===== config.mk =====
export PLATFORM = sky130hd
export DESIGN_NAME = counter_sweep_ctrl
export DESIGN_NICKNAME = d
export VERILOG_FILES = /design/src/rtl/counter_sweep_ctrl.sv
export SDC_FILE = /design/constraint.sdc
export NUM_CORES = 1
export LEC_CHECK = 0
export BUFFER_PORTS_ARGS = -buffer_cell sky130_fd_sc_hd__buf_2
export CAP_MARGIN = 15
export CORE_UTILIZATION = 54
export CTS_BUF_LIST = sky130_fd_sc_hd__clkbuf_2 sky130_fd_sc_hd__clkbuf_4 sky130_fd_sc_hd__clkbuf_8
export DETAILED_ROUTE_END_ITERATION = 8
export HOLD_SLACK_MARGIN = 0.05
export PLACE_DENSITY = 0.89
export SYNTH_ARGS = -nofsm -noshare
export SYNTH_HDL_FRONTEND = slang
export SYNTH_SLANG_ARGS = --single-unit

===== constraint.sdc =====
create_clock -name clk -period 2.6 [get_ports clk]
set_input_delay 0.52 -clock clk [delete_from_list [all_inputs] [get_ports clk]]
set_output_delay 0.52 -clock clk [all_outputs]
set_load 0.03 [all_outputs]

===== src/rtl/counter_sweep_ctrl.sv =====
// Purpose: drives an up/down/load counter through N lo->hi->lo sweeps and then parks it at lo.
// Latency: LOAD takes 1 cycle and DONE takes 1 cycle; each sweep takes 2*(hi-lo) cycles.
// Backpressure: none. start is taken only in IDLE, and abort overrides everything.
module counter_sweep_ctrl #(
  parameter int CNT_WIDTH  = 3,
  parameter int LOOP_WIDTH = 4
) (
  input  logic                  clk,
  input  logic                  reset_n,
  input  logic                  start,
  input  logic                  abort,
  input  logic [CNT_WIDTH-1:0]  lo_bound,
  input  logic [CNT_WIDTH-1:0]  hi_bound,
  input  logic [LOOP_WIDTH-1:0] num_sweeps,
  input  logic [CNT_WIDTH-1:0]  counter_out,
  output logic                  load_en,
  output logic [CNT_WIDTH-1:0]  counter_in,
  output logic                  up_down,
  output logic                  busy,
  output logic                  sweep_done,
  output logic                  all_done,
  output logic                  cfg_err
);

  typedef enum logic [2:0] {
    S_IDLE,
    S_LOAD,
    S_UP,
    S_DOWN,
    S_DONE
  } state_t;

  localparam logic [CNT_WIDTH-1:0]  CNT_ONE  = CNT_WIDTH'(1);
  localparam logic [LOOP_WIDTH-1:0] LOOP_ONE = LOOP_WIDTH'(1);

  state_t                r_state;
  state_t                w_next;
  logic [CNT_WIDTH-1:0]  r_lo;
  logic [CNT_WIDTH-1:0]  r_hi;
  logic [LOOP_WIDTH-1:0] r_sweeps_left;
  logic                  r_sweep_done;
  logic                  r_cfg_err;

  logic w_accept;
  logic w_cfg_bad;
  logic w_at_top;
  logic w_at_bot;
  logic w_sweep_end;

  // A start is only seen in IDLE, and a simultaneous abort cancels it.
  assign w_accept  = (r_state == S_IDLE) && start && !abort;
  assign w_cfg_bad = (lo_bound >= hi_bound) || (num_sweeps == '0);

  // The turn is decided one step early, so the counter lands exactly on hi or lo
  // at the same edge that changes the direction. The inequalities still end the
  // sweep if something outside disturbs counter_out. Because lo < hi,
  // neither hi-1 nor lo+1 can wrap.
  assign w_at_top    = counter_out >= (r_hi - CNT_ONE);
  assign w_at_bot    = counter_out <= (r_lo + CNT_ONE);
  assign w_sweep_end = (r_state == S_DOWN) && w_at_bot && !abort;

  assign sweep_done = r_sweep_done;
  assign cfg_err    = r_cfg_err;

  // State register.
  always_ff @(posedge clk or negedge reset_n) begin
    if (!reset_n) begin
      r_state <= S_IDLE;
    end else begin
      r_state <= w_next;
    end
  end

  // Next-state logic plus the Moore decode of the counter controls and the status outputs.
  always_comb begin
    w_next     = r_state;
    load_en    = 1'b0;
    up_down    = 1'b1;
    counter_in = r_lo;
    busy       = 1'b1;
    all_done   = 1'b0;
    case (r_state)
      S_IDLE: begin
        load_en = 1'b1;
        busy    = 1'b0;
        if (w_accept && !w_cfg_bad) begin
          w_next = S_LOAD;
        end
      end
      S_LOAD: begin
        load_en = 1'b1;
        w_next  = S_UP;
      end
      S_UP: begin
        if (w_at_top) begin
          w_next = S_DOWN;
        end
      end
      S_DOWN: begin
        up_down = 1'b0;
        if (w_at_bot) begin
          w_next = (r_sweeps_left == LOOP_ONE) ? S_DONE : S_UP;
        end
      end
      S_DONE: begin
        load_en  = 1'b1;
        all_done = 1'b1;
        w_next   = S_IDLE;
      end
      default: begin
        w_next = S_IDLE;
      end
    endcase
    if (abort && (r_state != S_IDLE)) begin
      w_next = S_IDLE;
    end
  end

  // Capture the job config on any accepted start, and count down the sweeps as they complete.
  always_ff @(posedge clk or negedge reset_n) begin
    if (!reset_n) begin
      r_lo          <= '0;
      r_hi          <= '0;
      r_sweeps_left <= '0;
    end else if (w_accept) begin
      r_lo          <= lo_bound;
      r_hi          <= hi_bound;
      r_sweeps_left <= num_sweeps;
    end else if (w_sweep_end) begin
      r_sweeps_left <= r_sweeps_left - LOOP_ONE;
    end
  end

  // Registered one-cycle pulses for each finished sweep and for each rejected config.
  always_ff @(posedge clk or negedge reset_n) begin
    if (!reset_n) begin
      r_sweep_done <= 1'b0;
      r_cfg_err    <= 1'b0;
    end else begin
      r_sweep_done <= w_sweep_end;
      r_cfg_err    <= w_accept && w_cfg_bad;
    end
  end

endmodule


== Word-level counts from Yosys, hierarchy flattened ==
Index checks and enable logic that the tools add are counted.
Word-level totals
  flip-flop bits (word level): 15
  input port bits: 17
Cells by class
  eq/ne operators: 8
  order comparisons: 3
  multiplexer cells: 12
  reductions and logical operators: 16
  add/subtract/negate cells: 3
Operators with widths (count)
  $mux 3: 5
  $pmux 3 s4: 1
  $mux 4: 2
  $logic_and 1x1->1: 7
  $eq 3x2->1 const B: 2
  $ge 3x3->1: 2
  $eq 4x1->1 const B: 1
  $logic_not 4->1: 1
  $mux 1: 4
  $sub 4x1->4 const B: 1
  $add 3x1->3 const B: 1
  $eq 3x1->1 const B: 1
  $eq 3x3->1 const B: 1
  $le 3x3->1: 1
  $logic_not 3->1: 1
  $ne 3x1->1 const B: 1
  $ne 3x2->1 const B: 1
  $ne 3x3->1 const B: 1
  $reduce_and 3->1: 1
  $reduce_bool 3->1: 1
  $reduce_or 3->1: 1
  $sub 3x1->3 const B: 1
  $logic_not 1->1: 2
  $reduce_bool 2->1: 1
  $logic_or 1x1->1: 1

== Longest topological paths before layout ==
Gate-level depths: netlist of run 1.
  word-level depth: 7
  mapped depth: 8
  gate-level depth less buffers: 8

== Worst setup path before layout of run 1 ==
OpenSTA, ideal clock, no wires.
  kind: flip-flop to flip-flop
  start point: reg r_lo[0] (netlist: counter_in[0])
  end point: reg r_sweeps_left[1]
  arrival time: 1.934 ns
  data required time: 2.475 ns
  cell stages (with the launch flop): 8
  period minus slack after synthesis: 2.059 ns
  setup slack: 0.541 ns
  setup time: 0.125 ns
  cells stage by stage: dfrtp_1 -> ha_1 -> inv_1 -> ha_1 -> a211oi_2 -> o21ai_2 -> mux2i_1 -> mux2_4
Between the ends
  cells in the longest elaborated chain, start to end: 5
Ends and longest elaborated chain
  start, declared: line 38  | logic [CNT_WIDTH-1:0] r_lo;
  start signal, assigned: line 126  | r_lo <= lo_bound;
  $add 3x1->3: line 59  | assign w_at_bot = counter_out <= (r_lo + CNT_ONE);
  $le 3x3->1: line 59
  $logic_and 1x1->1 (2 in a row): line 60  | assign w_sweep_end = (r_state == S_DOWN) && w_at_bot && !abort;
  $reduce_bool 2->1 (no line)
  end signal, assigned: line 128  | r_sweeps_left <= num_sweeps;
  end signal, assigned: line 130  | r_sweeps_left <= r_sweeps_left - LOOP_ONE;
  end, declared: line 40  | logic [LOOP_WIDTH-1:0] r_sweeps_left;
Every way passes these cells.
A chain may end at the register's enable or synchronous reset.

== Worst setup path in the final report of run 1 ==
Ends and elaborated chain as after synthesis.

==> key figures, run 1 <==
Status
  – Status: finished clean

Power and ir drop
  – Maximum vdd drop: 0.585 mV
  – Pwr Density: 1010 mW/mm^2
  – Leakage: 0.635 nW

Floorplan
  – I/O Pins: 26
  – Core area: 0.00176 sq mm
  – Initial Utilization: 0.587
  – Row cnt: 15
  – Die W: 45.8 um
  – Die Area: 0.00210 sq mm
  – Chip height: 45.8 um

Place
  – Buffers added on ports: 25
  – Post-DP HPWL: 1.65 mm
  – Gp weighted congestion: 0.739

Timing
  – Top achievable clock speed: 491 MHz
  – Crit path time final: 2.04 ns
  – Hold slack: 0.116 ns
  – # setup viols final: 0
  – Clock Skew: 0.00382 ns
  – Final hold violations: 0
  – Final Cycle Share: 0.784
  – RSZ-0062 raised after global routing: no
  – Worst-margin pin slew: 0.358 ns
  – Pins Over Slew Limit: 0
  – Max transition margin: 0.760
  – Final setup TNS: 0 ns

Layout
  – Layout cell share with drive strength beyond 1: 0.331
  – Area Growth Syn to Fin: 15.2%
  – Fillers: 154
  – Final net count: 158
  – Diodes inserted: 0

Yosys
  – Cell accounting for the most synthesized area: dfrtp_1
  – Syn nets: 131
  – Post-synthesis sequential area ratio: 0.362
  – Distinct cells, synth: 35
  – Synth async-reset ratio: 1.00
  – Main synth FF type: dfrtp_1
  – Syn Inst Count: 101
  – Dominant cells by area after synthesis: dfrtp_1 (36%), ha_1 (16%), mux2_4 (5.8%)
  – Top-count cell post-synth: dfrtp_1
  – Synth top area share: 0.362
  – Synth cell count leaders: dfrtp_1 (15), ha_1 (13), inv_1 (13)
  – Synth Cell Area: 0.00104 sq mm
  – EDFF count, synth: 0
  – FF+latch count, synth: 15
  – Yosys warns: 0
  – Syn Area/Cell: 10.3 sq um

GRT
  – Vias in the first global route: 845
  – Grt total ovfl: 0
  – First-pass GRT wire length: 3.57 mm
  – Global-route usage over all layers: 0.243
  – Antenna violations before repair: 0
  – Pin count of the biggest net entering global routing: 18

Worst setup path
  – CP max FO: 4
  – Worst setup EP type: flop
  – CP required: 2.78 ns
  – Setup Crit Path Kind: flop to flop
  – Startpoint types: flop
  – Critical path data arrival time: 2.22 ns

Clocking
  – Clk sinks: 15
  – Skew-Pair Late Insertion Delay: 0.28 ns
  – Max H-tree Level: 1
  – Resized Gates After CTS: 0
  – CTS Root Buffer Type: clkbuf_4
  – Setup Buffers After CTS: 0
  – Hold-fix buffers at CTS: 0
  – Clk slew on worst S/H paths: 0.10 ns
  – Clk buf depth: 2
  – CTS tree: built
  – TritonCTS buffer count: 3

Worst hold path
  – Class of the worst hold path: primary input to asynchronous set/reset pin

Detailed routing
  – DRT Wirelength: 2.10 mm
  – Vias per cell: 5.39
  – # DRC: 0
  – Routed vias: 819
  – Antenna Violating Nets Remaining: 0
  – Drt initial violations: 13
  – Pre-antenna DRT Iters: 4
  – Wirelength per Cell: 13.8 um

Run
  – Maxcap violations: 0
-- cell type report --
type | instances | area, sq um | share of cell area
clock buffer | 3 | 22.5 | 0.0189
clock inverter | 1 | 5.00 | 0.00419
inverter | 15 | 56.3 | 0.0472
multi-input combinational | 68 | 578 | 0.484
sequential | 15 | 375 | 0.314
tap | 25 | 31.3 | 0.0262
timing repair buffer | 25 | 125 | 0.105
-- worst max-delay path, stage by stage (launching register included) --
cell     delay, ns
dfrtp_1       0.42
ha_1          0.22
xnor2_1       0.17
ha_1          0.27
o21ai_1       0.32
o21ai_2       0.14
mux2i_1       0.15
mux2_4        0.26
-- path summary, 6_finish.rpt --
path | startpoint | end | slack [ns] | cells after the start
setup / recovery | counter_in[0]$_DFFE_PN0P_ | r_sweeps_left[1]$_DFFE_PN0P_ | 0.56 | 7
hold / removal | reset_n | r_state[1]$_DFFE_PN0P_ | 0.12 | 1
setup reg to reg | counter_in[0]$_DFFE_PN0P_ | r_sweeps_left[1]$_DFFE_PN0P_ | 0.56 | 7
hold reg to reg | r_hi[0]$_DFFE_PN0P_ | r_hi[0]$_DFFE_PN0P_ | 0.53 | 1
max in group asynchronous | reset_n | r_sweeps_left[2]$_DFFE_PN0P_ | 2.24 | 1
min in group clk | abort | r_state[0]$_DFFE_PN0P_ | 0.45 | 2
-- cell families (layout without fill, tap and decap cells) --
| family | after synthesis | in the layout | share of synthesized area |
|---|---|---|---|
| simple gates | 25 | 25 | 0.157 |
| compound gates | 20 | 20 | 0.134 |
| buf+inv | 18 | 44 | 0.0797 |
| flops | 15 | 15 | 0.362 |
| fa+ha+maj | 13 | 13 | 0.157 |
| xor+xnor | 5 | 5 | 0.0423 |
| mux | 5 | 5 | 0.0676 |
-- metrics by stage --
step / utilization / power [mW] / instance area (sq um) / setup WS [ns] / std cells
detailed placement: 0.661 / 1.07 / 1170 / 0.571 / 148
floorplan: - / 0.914 / 1040 / 0.541 / 101
finish: 0.677 / 1.21 / 1190 / 0.562 / 152
CTS: 0.677 / 1.21 / 1190 / 0.559 / 152
global route: 0.677 / 1.30 / 1190 / 0.422 / 152
global placement: 0.661 / 1.02 / 1170 / 0.646 / 148
-- state kept, by name, summed over array words and instances, names as in the netlist --
register       cells
r_hi               3
r_sweeps_left      4
sweep_done         1
cfg_err            1
r_state            3
counter_in         3
-- layer usage --
metal | vias up | part of all wire | GRT usage
met5 | - | 0 | 0
met4 | 0 | 0.022 | 0.118
met3 | 8 | 0.045 | 0.0317
met2 | 29 | 0.52 | 0.454
met1 | 384 | 0.41 | 0.267
li1 | 398 | - | -
-- layout by cell type, fill, tap and decap left out, types with 2 or more instances in the layout --
master,count
nand2_1,4
buf_2,25
xnor2_1,3
ha_1,13
nor2_1,6
nor2b_1,2
nor3_1,2
a211oi_2,2
nand3_1,2
a21oi_1,4
clkbuf_4,3
inv_1,13
o211ai_1,3
o21ai_0,2
o21ai_1,4
mux2_4,4
dfrtp_1,15
xor2_1,2
-- power breakdown --
group	internal [mW]	total [mW]	switching [mW]
sequential	0.320	0.408	0.0888
combinational	0.282	0.662	0.380
clock	0.0571	0.138	0.0804
Note: power is estimated with default switching activity, not from simulation.
==> run 2: changes to the inputs <==
--- a/config.mk
+++ b/config.mk
@@ -7,11 +7,11 @@
 export LEC_CHECK = 0
 export BUFFER_PORTS_ARGS = -buffer_cell sky130_fd_sc_hd__buf_2
 export CAP_MARGIN = 15
-export CORE_UTILIZATION = 54
+export CORE_UTILIZATION = 49
 export CTS_BUF_LIST = sky130_fd_sc_hd__clkbuf_2 sky130_fd_sc_hd__clkbuf_4 sky130_fd_sc_hd__clkbuf_8
 export DETAILED_ROUTE_END_ITERATION = 8
 export HOLD_SLACK_MARGIN = 0.05
-export PLACE_DENSITY = 0.89
+export PLACE_DENSITY = 0.85
 export SYNTH_ARGS = -nofsm -noshare
 export SYNTH_HDL_FRONTEND = slang
 export SYNTH_SLANG_ARGS = --single-unit
==> constraint.sdc (replaced) <==
create_clock -name clk -period 1.69 [get_ports clk]
set_input_delay 0.338 -clock clk [delete_from_list [all_inputs] [get_ports clk]]
set_output_delay 0.338 -clock clk [all_outputs]
set_load 0.03 [all_outputs]
==> run 2 against run 1 <==
The run now ends with setup timing left. Sequential power increased by 61%. Routed wire length increased by 12%. Sequential share of layout area decreased by 4.6 points. Final cell count increased by 9.2%.
==> key figures, run 2 (synthesized netlist as in run 1, its figures left out) <==
Layout
  – Final net count: 170
  – Most frequent cells in the layout: buf_2 (25), dfrtp_1 (12), inv_1 (10), buf_4 (10), ha_1 (9)
  – Layout cell share with drive strength beyond 1: 0.504
  – Most flops, register: r_sweeps_left
  – Diodes inserted: 0
  – Area Growth Syn to Fin: 36.1%
  – Largest register FFs: 4
  – Commonest non-fill, non-tap cell in the layout: buf_2
  – Non-filler cells, final: 166
  – Fillers: 142

Clocking
  – CTS tree: built
  – TritonCTS buffer count: 3
  – Clk slew on worst S/H paths: 0.09 ns
  – Clk buf depth: 2
  – Max H-tree Level: 1
  – Skew-Pair Late Insertion Delay: 0.29 ns
  – CTS Root Buffer Type: clkbuf_4
  – Clk sinks: 15

Timing
  – Final hold violations: 0
  – Setup slack after layout: -0.172 ns
  – RSZ-0062 raised after global routing: yes
  – Pins Over Slew Limit: 0
  – Clock Skew: 0.00826 ns
  – Worst-margin pin slew: 0.341 ns
  – Final setup TNS: -0.688 ns
  – Crit path time final: 1.86 ns
  – Top achievable clock speed: 537 MHz
  – # setup viols final: 7
  – Final Cycle Share: 1.10
  – Max transition margin: 0.773

Worst setup path
  – Cells along the critical path: ha_4, xnor2_4, ha_4, nand3_2, o21ai_4, o21ai_2, mux2i_1, mux2_4
  – Slowest stage delay, CP: 0.44 ns
  – Reg2reg setup slack: -0.17 ns
  – CP required: 1.87 ns
  – Most common cell on crit path: ha_4
  – CP max FO: 4
  – Worst reg2reg path startpoint: counter_in[1]$_DFFE_PN0P_
  – Startpoint types: flop
  – Endpoint of the worst register-to-register path: r_sweeps_left[1]$_DFFE_PN0P_
  – Setup Crit Path Kind: flop to flop
  – Worst setup EP type: flop
  – R2R depth: 8
  – Slowest-stage cell, CP: dfrtp_2
  – Critical path data arrival time: 2.04 ns

Detailed routing
  – Pre-antenna DRT Iters: 4
  – Vias per cell: 5.22
  – Drt initial violations: 13
  – Antenna Violating Nets Remaining: 0
  – Wirelength per Cell: 14.2 um
  – DRT Wirelength: 2.36 mm
  – # DRC: 0
  – Routed vias: 867

Place
  – Setup WS pre-CTS: -0.192 ns
  – Post-DP HPWL: 1.78 mm
  – Buffers added on ports: 25
  – Gp weighted congestion: 0.733
  – Dpl cells: 157

Power and ir drop
  – Pwr Density: 1750 mW/mm^2
  – Comb power frac: 0.643
  – Sw Ratio: 0.429
  – Maximum vdd drop: 1.21 mV
  – P_sw: 1.06 mW
  – Int Power: 1.41 mW
  – Reg power frac: 0.266
  – Clock power frac: 0.091
  – Leakage: 0.708 nW

GRT
  – Antenna violations before repair: 0
  – Grt total ovfl: 0
  – Global-route usage over all layers: 0.220
  – First-pass GRT wire length: 3.35 mm
  – Vias in the first global route: 748
  – Pin count of the biggest net entering global routing: 18

Floorplan
  – I/O Pins: 26
  – Core area: 0.00198 sq mm
  – Die Area: 0.00230 sq mm
  – Initial Utilization: 0.523
  – Row cnt: 16
  – Die W: 48.0 um
  – Chip height: 48.0 um

Status
  – Failing checks: setup timing
  – Status: finished, violations left

Worst hold path
  – Hold path cells: 2
  – Class of the worst hold path: primary input to flop
  – Min-delay src: abort
  – Worst hold endpoint: r_state[0]$_DFFE_PN0P_

Run
  – Maxcap violations: 0
## run 2: routing by layer
layer  track usage  vias up  share of wire
li1              -      423              -
met1         0.264      408           0.42
met2         0.365       28           0.51
met3        0.0528        8          0.045
met4         0.111        0          0.026
met5             0        -              0
## run 2: repair_timing
action,CTS,global route
pin swaps,5,8
endpoints found under the setup margin,8,10
buffers inserted,2,2
resized for setup,5,9
hold buffers,1,0
endpoints found under the hold margin,15,0
## run 2: final cells by class
cell class              count  area [sq um]  share of cell area
multi-input cells          68           689               0.489
flip-flops and latches     15           379               0.269
repair buffers             37           221               0.157
inverters                  15          56.3              0.0399
well taps                  27          33.8              0.0240
clock buffers               4          30.0              0.0213
## run 2: critical path, delay by kind of cell (launching register included)
| family | cells | cell delay (ns) |
|---|---|---|
| flip-flops | 1 | 0.44 |
| XOR/XNOR | 1 | 0.13 |
| AND/OR/NAND/NOR | 1 | 0.11 |
| AO/OA/AOI/OAI | 2 | 0.22 |
| adder cells (fa/ha/maj) | 2 | 0.49 |
| multiplexers | 2 | 0.38 |
## run 2: per-stage QoR
step / util / area, sq um / total power, mW / hold WS (ns)
2_1_floorplan: - / 1080 / 1.55 / 0.0424
3_3_place_gp: 0.638 / 1260 / 1.80 / 0.251
3_5_place_dp: 0.638 / 1260 / 1.88 / 0.257
4_1_cts: 0.676 / 1340 / 2.21 / 0.261
5_1_grt: 0.711 / 1410 / 2.64 / 0.274
6_report: 0.711 / 1410 / 2.47 / 0.261
## run 2: worst max-delay path by stage
stage	to	cells past startpoint	slack, ns	startpoint
after CTS	r_sweeps_left[1]$_DFFE_PN0P_	8	-0.18	counter_in[1]$_DFFE_PN0P_
after global placement	r_sweeps_left[1]$_DFFE_PN0P_	7	-0.11	counter_in[1]$_DFFE_PN0P_
final	r_sweeps_left[1]$_DFFE_PN0P_	8	-0.17	counter_in[1]$_DFFE_PN0P_
after floorplan	r_sweeps_left[1]$_DFFE_PN0P_	8	-0.24	counter_in[0]$_DFFE_PN0P_
after global routing	r_sweeps_left[1]$_DFFE_PN0P_	8	-0.22	counter_in[1]$_DFFE_PN0P_
after detailed placement	r_sweeps_left[0]$_DFFE_PN0P_	9	-0.19	counter_in[1]$_DFFE_PN0P_
## run 2: power by group through the flow
stage,clock network (mW),registers [mW],logic [mW]
2_1_floorplan,0,0.667,0.883
3_3_place_gp,0,0.629,1.17
3_5_place_dp,0,0.642,1.24
4_1_cts,0.225,0.638,1.35
5_1_grt,0.245,0.676,1.72
6_report,0.225,0.657,1.59
==> run 3: changes to the inputs <==
==> constraint.sdc (replaced) <==
create_clock -name clk -period 1.69 [get_ports clk]
set_input_delay 0 -clock clk [delete_from_list [all_inputs] [get_ports clk]]
set_output_delay 0 -clock clk [all_outputs]
set_load 0.03 [all_outputs]
==> run 3 against run 2 <==
The run still ends with setup timing left. Sequential share of layout area decreased by 2.0 points. Routed wire length increased by 5.8%. Global-route usage increased by 2.9 points.
==> key figures, run 3 (synthesized netlist as in run 1, its figures left out) <==
Floorplan
  – Chip height: 48.0 um
  – Die W: 48.0 um
  – Core area: 0.00198 sq mm
  – Die Area: 0.00230 sq mm
  – Initial Utilization: 0.523
  – Row cnt: 16
  – I/O Pins: 26

Detailed routing
  – Antenna Violating Nets Remaining: 0
  – Vias per cell: 5.24
  – Drt initial violations: 11
  – Wirelength per Cell: 14.2 um
  – Pre-antenna DRT Iters: 5
  – # DRC: 0
  – Routed vias: 922
  – DRT Wirelength: 2.49 mm

GRT
  – First-pass GRT wire length: 3.73 mm
  – Vias in the first global route: 872
  – Antenna violations before repair: 0
  – Global-route usage over all layers: 0.249
  – Grt total ovfl: 0
  – Pin count of the biggest net entering global routing: 18

Worst setup path
  – Critical path data arrival time: 2.07 ns
  – Reg2reg setup slack: -0.18 ns
  – Slowest stage delay, CP: 0.43 ns
  – R2R depth: 7
  – CP max FO: 4
  – Worst reg2reg path startpoint: counter_in[1]$_DFFE_PN0P_
  – Endpoint of the worst register-to-register path: r_sweeps_left[1]$_DFFE_PN0P_
  – Most common cell on crit path: ha_4
  – Worst setup EP type: flop
  – Slowest-stage cell, CP: dfrtp_2
  – Startpoint types: flop
  – Cells along the critical path: ha_4, inv_2, ha_4, a211oi_4, o21ai_2, mux2i_1, mux2_4
  – Worst setup path end: r_sweeps_left[1]$_DFFE_PN0P_
  – Crit. Startpoint: counter_in[1]$_DFFE_PN0P_
  – Setup Crit Path Kind: flop to flop
  – CP required: 1.89 ns

Place
  – Setup WS pre-CTS: -0.195 ns
  – Gp weighted congestion: 0.738
  – Post-DP HPWL: 1.69 mm
  – Dpl cells: 155
  – Buffers added on ports: 25

Power and ir drop
  – Int Power: 1.45 mW
  – Clock power frac: 0.085
  – Maximum vdd drop: 1.23 mV
  – Power, Total: 2.56 mW
  – Sw Ratio: 0.436
  – Leakage: 0.747 nW
  – Pwr Density: 1690 mW/mm^2
  – Comb power frac: 0.661
  – P_sw: 1.12 mW
  – Reg power frac: 0.254

Timing
  – Setup slack after layout: -0.185 ns
  – Top achievable clock speed: 533 MHz
  – Max transition margin: 0.780
  – Clock Skew: 0.00876 ns
  – Pins Over Slew Limit: 0
  – Final Cycle Share: 1.11
  – Crit path time final: 1.87 ns
  – Worst-margin pin slew: 0.326 ns
  – RSZ-0062 raised after global routing: yes
  – # setup viols final: 7
  – Final hold violations: 0

Layout
  – Fillers: 122
  – Non-filler cells, final: 176
  – Most frequent cells in the layout: buf_2 (25), dfrtp_1 (13), dlygate4sd3_1 (12)
  – Multi-input gate area: 704 sq um
  – Layout cell share with drive strength beyond 1: 0.456
  – Most flops, register: r_sweeps_left
  – Util after Layout: 0.767
  – Sequential cell area: 378 sq um
  – Final net count: 180
  – Diodes inserted: 0
  – Commonest non-fill, non-tap cell in the layout: buf_2
  – Area Growth Syn to Fin: 46.7%
  – Largest register FFs: 4

Worst hold path
  – Class of the worst hold path: primary input to asynchronous set/reset pin

Clocking
  – Max H-tree Level: 1
  – Clk buf depth: 2
  – TritonCTS buffer count: 3
  – Clk sinks: 15
  – CTS tree: built
  – CTS Root Buffer Type: clkbuf_4
  – Skew-Pair Late Insertion Delay: 0.30 ns
  – Clk slew on worst S/H paths: 0.10 ns

Status
  – Failing checks: setup timing
  – Status: finished, violations left

Run
  – Maxcap violations: 0
==> run 3: metal layers <==
metal  share of wire  global-route usage
met5               0                   0
met3           0.061              0.0830
met1            0.41               0.287
met4           0.028               0.106
met2            0.50               0.422
==> run 3: repair_timing <==
item,in CTS,in global routing
pin swaps,11,11
gates cloned,0,0
endpoints found under the hold margin,27,0
gates resized for setup,13,1
setup endpoints to repair,8,8
hold buffers,12,0
setup buffers,3,2
==> run 3: cell type report <==
cell class	count	area share
clock buffers	3	0.0148
clock inverters	1	0.00329
inverters	15	0.0370
multi-input cells	68	0.463
flip-flops and latches	15	0.249
well taps	27	0.0222
repair buffers	47	0.211
==> run 3: critical path: cells and delay by family (launching register included) <==
| family | cells | cell delay (ns) |
|---|---|---|
| multiplexers | 2 | 0.39 |
| buffers and inverters | 1 | 0.03 |
| adder cells (fa/ha/maj) | 2 | 0.49 |
| AO/OA/AOI/OAI | 2 | 0.43 |
| flip-flops | 1 | 0.43 |
==> run 3: worst min path at each step <==
stage / to / slack, ns / from / cells past startpoint
floorplan: cfg_err$_DFF_PN0_ / -0.30 / reset_n / 0
global placement: sweep_done$_DFF_PN0_ / -0.09 / reset_n / 1
detailed placement: sweep_done$_DFF_PN0_ / -0.08 / reset_n / 1
CTS: sweep_done$_DFF_PN0_ / 0.13 / reset_n / 2
global route: cfg_err$_DFF_PN0_ / 0.15 / start / 3
finish: r_sweeps_left[1]$_DFFE_PN0P_ / 0.12 / reset_n / 2
==> run 3: through the flow <==
stage	setup TNS, ns	hold WS, ns	instance area, sq um
global route	-1.39	0.149	1520
CTS	-0.628	0.127	1500
detailed placement	-0.891	-0.0802	1250
global placement	-0.474	-0.0866	1250
finish	-0.945	0.118	1520
floorplan	-0.631	-0.296	1080
==> run 3: power groups by stage <==
stage | Clock, mW | Sequential, mW | Combinational [mW]
finish | 0.218 | 0.650 | 1.69
global route | 0.236 | 0.662 | 1.84
CTS | 0.220 | 0.640 | 1.58
detailed placement | 0 | 0.634 | 1.24
global placement | 0 | 0.630 | 1.16
floorplan | 0 | 0.667 | 0.883
